`src/rtl/music_pkg.sv`:
```
// Shared note codes, ROM entry width and the code-to-one-hot mapping for the melody player.
package music_pkg;

    localparam int ENTRY_W = 7;

    localparam logic [2:0] NOTE_REST = 3'd0;
    localparam logic [2:0] NOTE_DO   = 3'd1;
    localparam logic [2:0] NOTE_RE   = 3'd2;
    localparam logic [2:0] NOTE_MI   = 3'd3;
    localparam logic [2:0] NOTE_FA   = 3'd4;
    localparam logic [2:0] NOTE_SOL  = 3'd5;
    localparam logic [2:0] NOTE_LA   = 3'd6;
    localparam logic [2:0] NOTE_SI   = 3'd7;

    typedef enum logic [1:0] {
        ST_IDLE = 2'd0,
        ST_LOAD = 2'd1,
        ST_PLAY = 2'd2
    } state_t;

    function automatic logic [6:0] note_onehot(input logic [2:0] code);
        if (code == NOTE_REST) begin
            return 7'd0;
        end
        return 7'(7'd1 << (code - 3'd1));
    endfunction

endpackage

```
`src/rtl/melody_rom.sv`:
```
// Note ROM with one-cycle registered read; entries are {dur[3:0], code[2:0]}.
module melody_rom
    import music_pkg::*;
#(
    parameter int LEN    = 32,
    parameter int ADDR_W = 5
) (
    input  logic                clk,
    input  logic [ADDR_W-1:0]   addr,
    output logic [ENTRY_W-1:0]  data
);

    logic [ENTRY_W-1:0] table_rom [LEN];

    // Scale do..si, one rest, then the end marker; everything after reads as end.
    function automatic logic [ENTRY_W-1:0] default_entry(input int idx);
        if (idx <= 6) begin
            return {4'd2, 3'(idx + 1)};
        end
        if (idx == 7) begin
            return {4'd2, NOTE_REST};
        end
        return '0;
    endfunction

    generate
        for (genvar gi = 0; gi < LEN; gi++) begin : g_rom
            assign table_rom[gi] = default_entry(gi);
        end
    endgenerate

    always_ff @(posedge clk) begin
        data <= table_rom[addr];
    end

endmodule

```
`src/rtl/melody_sequencer.sv`:
```
// Steps through melody_rom and drives the tone generator's onoff/note.
// Build option: define MELODY_GAP_EN for a silent last tick on notes with dur >= 2.
module melody_sequencer
    import music_pkg::*;
#(
    parameter int TICK_DIV = 3125000,
    parameter int LEN      = 32,
    parameter int ADDR_W   = 5
) (
    input  logic              clk,
    input  logic              rst,
    input  logic              start,
    input  logic              stop,
    input  logic              loop,
    output logic              onoff,
    output logic [6:0]        note,
    output logic              busy,
    output logic              done,
    output logic [ADDR_W-1:0] step
);

    localparam int PW = (TICK_DIV > 1) ? $clog2(TICK_DIV) : 1;
    localparam logic [PW-1:0]     PRE_LAST  = PW'(TICK_DIV - 1);
    localparam logic [ADDR_W-1:0] ADDR_LAST = ADDR_W'(LEN - 1);

    state_t              state_reg, state_next;
    logic [ADDR_W-1:0]   addr_reg, addr_next;
    logic [PW-1:0]       pre_reg, pre_next;
    logic [3:0]          tick_reg, tick_next;
    logic [2:0]          code_reg, code_next;
    logic [3:0]          dur_reg, dur_next;
    logic                wrap_reg, wrap_next;
    logic                onoff_reg, onoff_next;
    logic [6:0]          note_reg, note_next;
    logic                busy_reg, busy_next;
    logic                done_reg, done_next;
    logic [ENTRY_W-1:0]  rom_data;
    logic                end_of_song;
    logic                gap;

    // The ROM is addressed with the next address so its data is ready during LOAD.
    melody_rom #(
        .LEN    (LEN),
        .ADDR_W (ADDR_W)
    ) u_rom (
        .clk  (clk),
        .addr (addr_next),
        .data (rom_data)
    );

    assign end_of_song = (rom_data[6:3] == 4'd0) || wrap_reg;

    always_ff @(posedge clk) begin
        if (rst) begin
            state_reg <= ST_IDLE;
            addr_reg  <= '0;
            pre_reg   <= '0;
            tick_reg  <= '0;
            code_reg  <= '0;
            dur_reg   <= '0;
            wrap_reg  <= 1'b0;
            onoff_reg <= 1'b0;
            note_reg  <= '0;
            busy_reg  <= 1'b0;
            done_reg  <= 1'b0;
        end else begin
            state_reg <= state_next;
            addr_reg  <= addr_next;
            pre_reg   <= pre_next;
            tick_reg  <= tick_next;
            code_reg  <= code_next;
            dur_reg   <= dur_next;
            wrap_reg  <= wrap_next;
            onoff_reg <= onoff_next;
            note_reg  <= note_next;
            busy_reg  <= busy_next;
            done_reg  <= done_next;
        end
    end

    always_comb begin
        state_next = state_reg;
        addr_next  = addr_reg;
        pre_next   = pre_reg;
        tick_next  = tick_reg;
        code_next  = code_reg;
        dur_next   = dur_reg;
        wrap_next  = wrap_reg;
        if (stop) begin
            state_next = ST_IDLE;
        end else begin
            case (state_reg)
                ST_IDLE: begin
                    if (start) begin
                        state_next = ST_LOAD;
                        addr_next  = '0;
                        wrap_next  = 1'b0;
                    end
                end
                ST_LOAD: begin
                    if (end_of_song) begin
                        wrap_next = 1'b0;
                        if (loop) begin
                            state_next = ST_LOAD;
                            addr_next  = '0;
                        end else begin
                            state_next = ST_IDLE;
                        end
                    end else begin
                        state_next = ST_PLAY;
                        code_next  = rom_data[2:0];
                        dur_next   = rom_data[6:3];
                        pre_next   = '0;
                        tick_next  = '0;
                    end
                end
                ST_PLAY: begin
                    if (pre_reg == PRE_LAST) begin
                        pre_next  = '0;
                        tick_next = tick_reg + 4'd1;
                        if (tick_reg + 4'd1 == dur_reg) begin
                            state_next = ST_LOAD;
                            // Running off the last address is treated as end of song.
                            if (addr_reg == ADDR_LAST) begin
                                addr_next = '0;
                                wrap_next = 1'b1;
                            end else begin
                                addr_next = addr_reg + 1'b1;
                            end
                        end
                    end else begin
                        pre_next = pre_reg + 1'b1;
                    end
                end
                default: begin
                    state_next = ST_IDLE;
                end
            endcase
        end
    end

    always_comb begin
`ifdef MELODY_GAP_EN
        gap = (dur_next >= 4'd2) && (tick_next == dur_next - 4'd1);
`else
        gap = 1'b0;
`endif
        busy_next  = (state_next != ST_IDLE);
        note_next  = (state_next == ST_PLAY) ? note_onehot(code_next) : 7'd0;
        onoff_next = (state_next == ST_PLAY) && (code_next != NOTE_REST) && !gap;
        done_next  = (state_reg == ST_LOAD) && !stop && end_of_song && !loop;
    end

    assign onoff = onoff_reg;
    assign note  = note_reg;
    assign busy  = busy_reg;
    assign done  = done_reg;
    assign step  = addr_reg;

endmodule

```
`config.mk`:
```
export PLATFORM = sky130hd
export DESIGN_NAME = melody_sequencer
export DESIGN_NICKNAME = d
export VERILOG_FILES = /design/src/rtl/music_pkg.sv /design/src/rtl/melody_rom.sv /design/src/rtl/melody_sequencer.sv
export SDC_FILE = /design/constraint.sdc
export NUM_CORES = 1
export LEC_CHECK = 0
export ABC_AREA = 0
export CAP_MARGIN = 25
export CORE_MARGIN = 2
export CORE_UTILIZATION = 43
export DETAILED_ROUTE_END_ITERATION = 8
export MAX_ROUTING_LAYER = met4
export PLACE_DENSITY_LB_ADDON = 0.3
export SYNTH_ARGS = -nofsm -noshare
export SYNTH_HDL_FRONTEND = slang
export SYNTH_SLANG_ARGS = --single-unit
```
`constraint.sdc`:
```
create_clock -name clk -period 3.5 [get_ports clk]
set_input_delay 0.7 -clock clk [delete_from_list [all_inputs] [get_ports clk]]
set_output_delay 0.7 -clock clk [all_outputs]
set_load 0.01 [all_outputs]
```
Word level (Yosys, flattened, before mapping)
Memory sizes are Yosys's and may differ from the RTL's. A register that Yosys moved wholly into a read port is not among the register bits.
Index checks and enable logic that the tools add are counted.
Widths: inputs -> output; s select.
Word-level totals
  memories kept: 1
  bits in latches: 0
  output and inout port bits: 15
  logic and storage cells: 85
  input bits: 5
  RAM bits: 0
  bits in read-only memories: 224
  register bits after elaboration: 51
Operators by class
  magnitude comparators: 0
  $add $sub $neg: 4
  shift-type cells: 1
  bitwise logic cells: 4
  mux-type cells: 33
  $mul: 0
  equal/unequal tests: 12
  div/mod/pow operators: 0
  reductions and logical operators: 19
Memories
  (no name shown): depth 32, width 7, rd ports 1, clocked after Yosys merged registers in 1, write ports 0, line melody_rom.sv:33  | data <= table_rom[addr];
Operator list (count)
  $mux 22: 2
  $pmux 22 s2: 1
  $mux 5: 7
  $add 22x1->22 const B: 1
  $eq 22x22->1 const B: 1
  $pmux 5 s3: 1
  $mux 7: 2
  $ne 2x2->1 const B: 6
  $mux 2: 5
  $mux 3: 3
  $mux 4: 2
  $pmux 4 s2: 1
  $mux 1: 7
  $reduce_and 7->1: 1
  $shl 1x3->7 const A: 1
  $not 5->6: 1
  $pmux 2 s3: 1
  $reduce_and 3->1: 2
  $reduce_bool 3->1: 2
  $add 5x1->5 const B: 1
  $eq 5x5->1 const B: 1
  $add 4x1->4 const B: 1
  $eq 2x2->1 const B: 2
  $eq 4x4->1: 1
  13 further kinds: 20

Depth between registers and ports, before layout
  word-level depth: 9
  mapped depth: 12
  depth with buffers taken out: 11

Cells and area by module
Synthesis repeated with hierarchy kept, for this count alone.
Second synthesis, totals
  cells, all modules: 318
  area, all modules: 2882.8 um2
Modules (own cells, without submodules)
  melody_sequencer: cells each 302, sequential area each 1021.0 um2, area each 2710.1 um2, instances 1
  melody_rom: cells each 16, sequential area each 80.1 um2, area each 172.7 um2, instances 1

Least setup slack after synthesis
No wires, ideal clock.
  path kind: register -> register
  from: reg pre_reg[3]
  to: reg u_rom.data[2]
  buffers on the path: 1
  clock period less this slack: 2.418 ns
  required time: 3.430 ns
  cell stages (with the launch flop): 10
  setup slack: 1.082 ns
  library setup time: 0.070 ns
  arrival time: 2.348 ns
  cells stage by stage: dfxtp_1 > or4_4 > nor4_4 > and3_1 > buf_4 > mux2i_1 > o2bb2ai_1 > ha_1 > or3b_1 > a21boi_1
Between the ends
  word-level cells in the longest chain between the ends: 5
RTL lines
  from (decl): line melody_sequencer.sv:28  | logic [PW-1:0] pre_reg, pre_next;
  from (signal assigned): line melody_sequencer.sv:69  | pre_reg <= pre_next;
  $eq 22x22->1: line melody_sequencer.sv:118  | if (pre_reg == PRE_LAST) begin
  $mux 5: line melody_sequencer.sv:118
  $pmux 5 s3: line melody_sequencer.sv:92  | case (state_reg)
  $mux 5: line melody_sequencer.sv:89  | if (stop) begin
  net addr_next[1]: line melody_sequencer.sv:27  | logic [ADDR_W-1:0] addr_reg, addr_next;
  $not 5->6 (implied by the code): line melody_rom.sv:33
  to (decl): line melody_rom.sv:10  | output logic [ENTRY_W-1:0] data
The timed path passes the listed nets, and every way through them passes these cells.
A chain may end at the register's enable or synchronous reset.

Worst setup path after layout
Same ends and word-level chain as after synthesis.

==> flow_summary.json <==
{
  "diodes": 0,
  "drt_first_pass_iters": 4,
  "fmax_mhz": 357,
  "power_mw": 1.20,
  "grt_max_degree": 21,
  "synth_top_cell_area_share_pct": 41.2,
  "syn-num-nets": 311,
  "vias": 2001,
  "crit_required_ns": 3.74,
  "critPathMaxFanout": 6,
  "ys_types": 48,
  "rows": 27,
  "synth-seq-area-share_pct": 41.2,
  "syn_avg_cell_area_sq_um": 8.68,
  "hold_slack_ns": 0.482,
  "yosysMostFrequentCell": "dfxtp_1",
  "p_leak_nw": 1.11,
  "peakVddDrop_v": 0.000253,
  "area_growth_pct": 16.8,
  "finClkSkew_ns": 0.00678,
  "die_height_um": 80.6,
  "vias_per_cell": 5.20,
  "drv_slew": 0,
  "post_cts_buffers": 0,
  "fin_crit_ns": 2.80,
  "dp_hpwl_um": 3500,
  "drive_above_1_share_pct": 6.39,
  "clock-sinks": 52,
  "synth_edf_count": 0,
  "relSlewSlack_pct": 55.1,
  "gp_congestion": 0.834,
  "rsz0062_at_grt": "false",
  "dieWidth_um": 80.6,
  "async_reset_ff_share_pct": 0,
  "synth_area_leaders": "dfxtp_1 (41%), ha_1 (7.4%), nor2_1 (6.4%), xnor2_1 (4.9%), nand2_1 (3.9%)",
  "cts_root_buf": "clkbuf_8",
  "netlist_top_cells_count": "dfxtp_1 (52), nor2_1 (43), nand2_1 (26), ha_1 (15)",
  "start_util_pct": 45.3,
  "critical_path_class": "reg2reg",
  "port_buffers": 19,
  "drtIter0Drc": 104,
  "ant_nets": 0,
  "clock_latency_ns": 0.30,
  "start_kind": "flip-flop",
  "period_share_pct": 80.0,
  "core_sq_um": 5570,
  "grtUsageTotal_pct": 16.9,
  "yosys_warnings": 0,
  "finalHoldViolations": 0,
  "io_pins": 20,
  "h-tree-depth": 2,
  "yosys_register_bits": 52,
  "arrival_ns": 3.03,
  "synth_ff_type": "dfxtp_1",
  "wl_per_cell_um": 12.5,
  "holdBufCountCts": 0,
  "maxCapViolCount": 0,
  "dieArea_sq_um": 6500,
  "cp-end-kind": "flip-flop",
  "cts_resized": 0,
  "clk_path_buf_depth": 2,
  "drc": 0,
  "hold_path.class": "reg2reg",
  "clk_pin_slew_worst_paths_ns": 0.09,
  "finalSetupTns_ns": 0,
  "tightest_slew_ns": 0.672,
  "grt_overflow": 0,
  "cts_tree": "done",
  "nets": 332,
  "grt_pass1_vias": 1805,
  "p_per_area_nw_per_um2": 406,
  "largest_reg_flops": 22,
  "grt_pass1_wl_um": 8310,
  "antenna_found_initial": 0,
  "wl_um": 4820,
  "syn_inst": 291,
  "syn_area_sq_um": 2520,
  "cts_buffers": 5,
  "yosysTopAreaCell": "dfxtp_1",
  "finalSetupViolCount": 0,
  "status": "complete, no violations"
}
-- through the flow --
step | utilization, % | std cells | setup WS (ns) | area [sq um]
finish | 52.9 | 385 | 0.702 | 2950
CTS | 52.9 | 385 | 0.725 | 2950
detailed placement | 50.1 | 377 | 0.566 | 2790
global route | 52.9 | 385 | 0.519 | 2950
global placement | 50.1 | 377 | 0.544 | 2790
floorplan | - | 291 | 1.08 | 2520
-- cells by family after synthesis --
kind of cell	synth area share, %
buf+inv	3.52
xor+xnor	7.28
simple gates	28.6
fa+ha+maj	7.43
flops	41.2
compound gates	10.3
mux	1.59
-- cells in the final DEF (no fill, tap or decap), types with 4 or more instances in the layout --
master and count:
and3_1 5, ha_1 15, xnor2_1 14, clkbuf_8 5, nor2_1 43, and2_1 10, nor4_1 7, clkdlybuf4s50_1 19
xor2_1 7, nand2_1 26, mux2i_1 4, dfxtp_1 52, inv_1 14, or2_2 4, nand2b_1 5, a21oi_1 12
nand3_1 11, nor3_1 10
-- area by class of cell --
cell class / instances / area, sq um
clock buffer: 5 / 68.8
timing repair buffer: 22 / 213
tap: 72 / 90.1
inverter: 14 / 52.6
clock inverter: 3 / 90.1
fill: 529 / 2620
sequential: 52 / 1040
multi-input combinational: 217 / 1400
-- power by group --
| part | total [mW] | switching (mW) | internal [mW] |
|---|---|---|---|
| Combinational | 0.0541 | 0.0339 | 0.0202 |
| Sequential | 0.596 | 0.00175 | 0.594 |
| Clock | 0.549 | 0.192 | 0.357 |
-- worst paths after layout --
kind	from	end	slack [ns]	cells after the start
max reg2reg	pre_reg[3]	u_rom.data[2]	0.70	8
min	pre_reg[1]	pre_reg[1]	0.48	2
max	pre_reg[3]	u_rom.data[2]	0.70	8
min reg2reg	pre_reg[1]	pre_reg[1]	0.48	2
-- worst max-delay path, cell delays in order (launching register included) --
cell,delay [ns]
dfxtp_1,0.36
or4_4,0.56
nor4_4,0.41
and3_1,0.36
mux2i_1,0.11
o2bb2ai_1,0.26
ha_1,0.19
or3b_1,0.34
a21boi_1,0.14
-- layer usage --
metal | GRT usage (%) | wire (um) | up-vias
met4 | 5.59 | 73 | 0
met1 | 23.6 | 2530 | 921
met3 | 3.48 | 202 | 7
met2 | 24.3 | 2020 | 35
li1 | - | - | 1038
met5 | - | 0 | -
No activity file was read; power rests on OpenSTA's default activity.
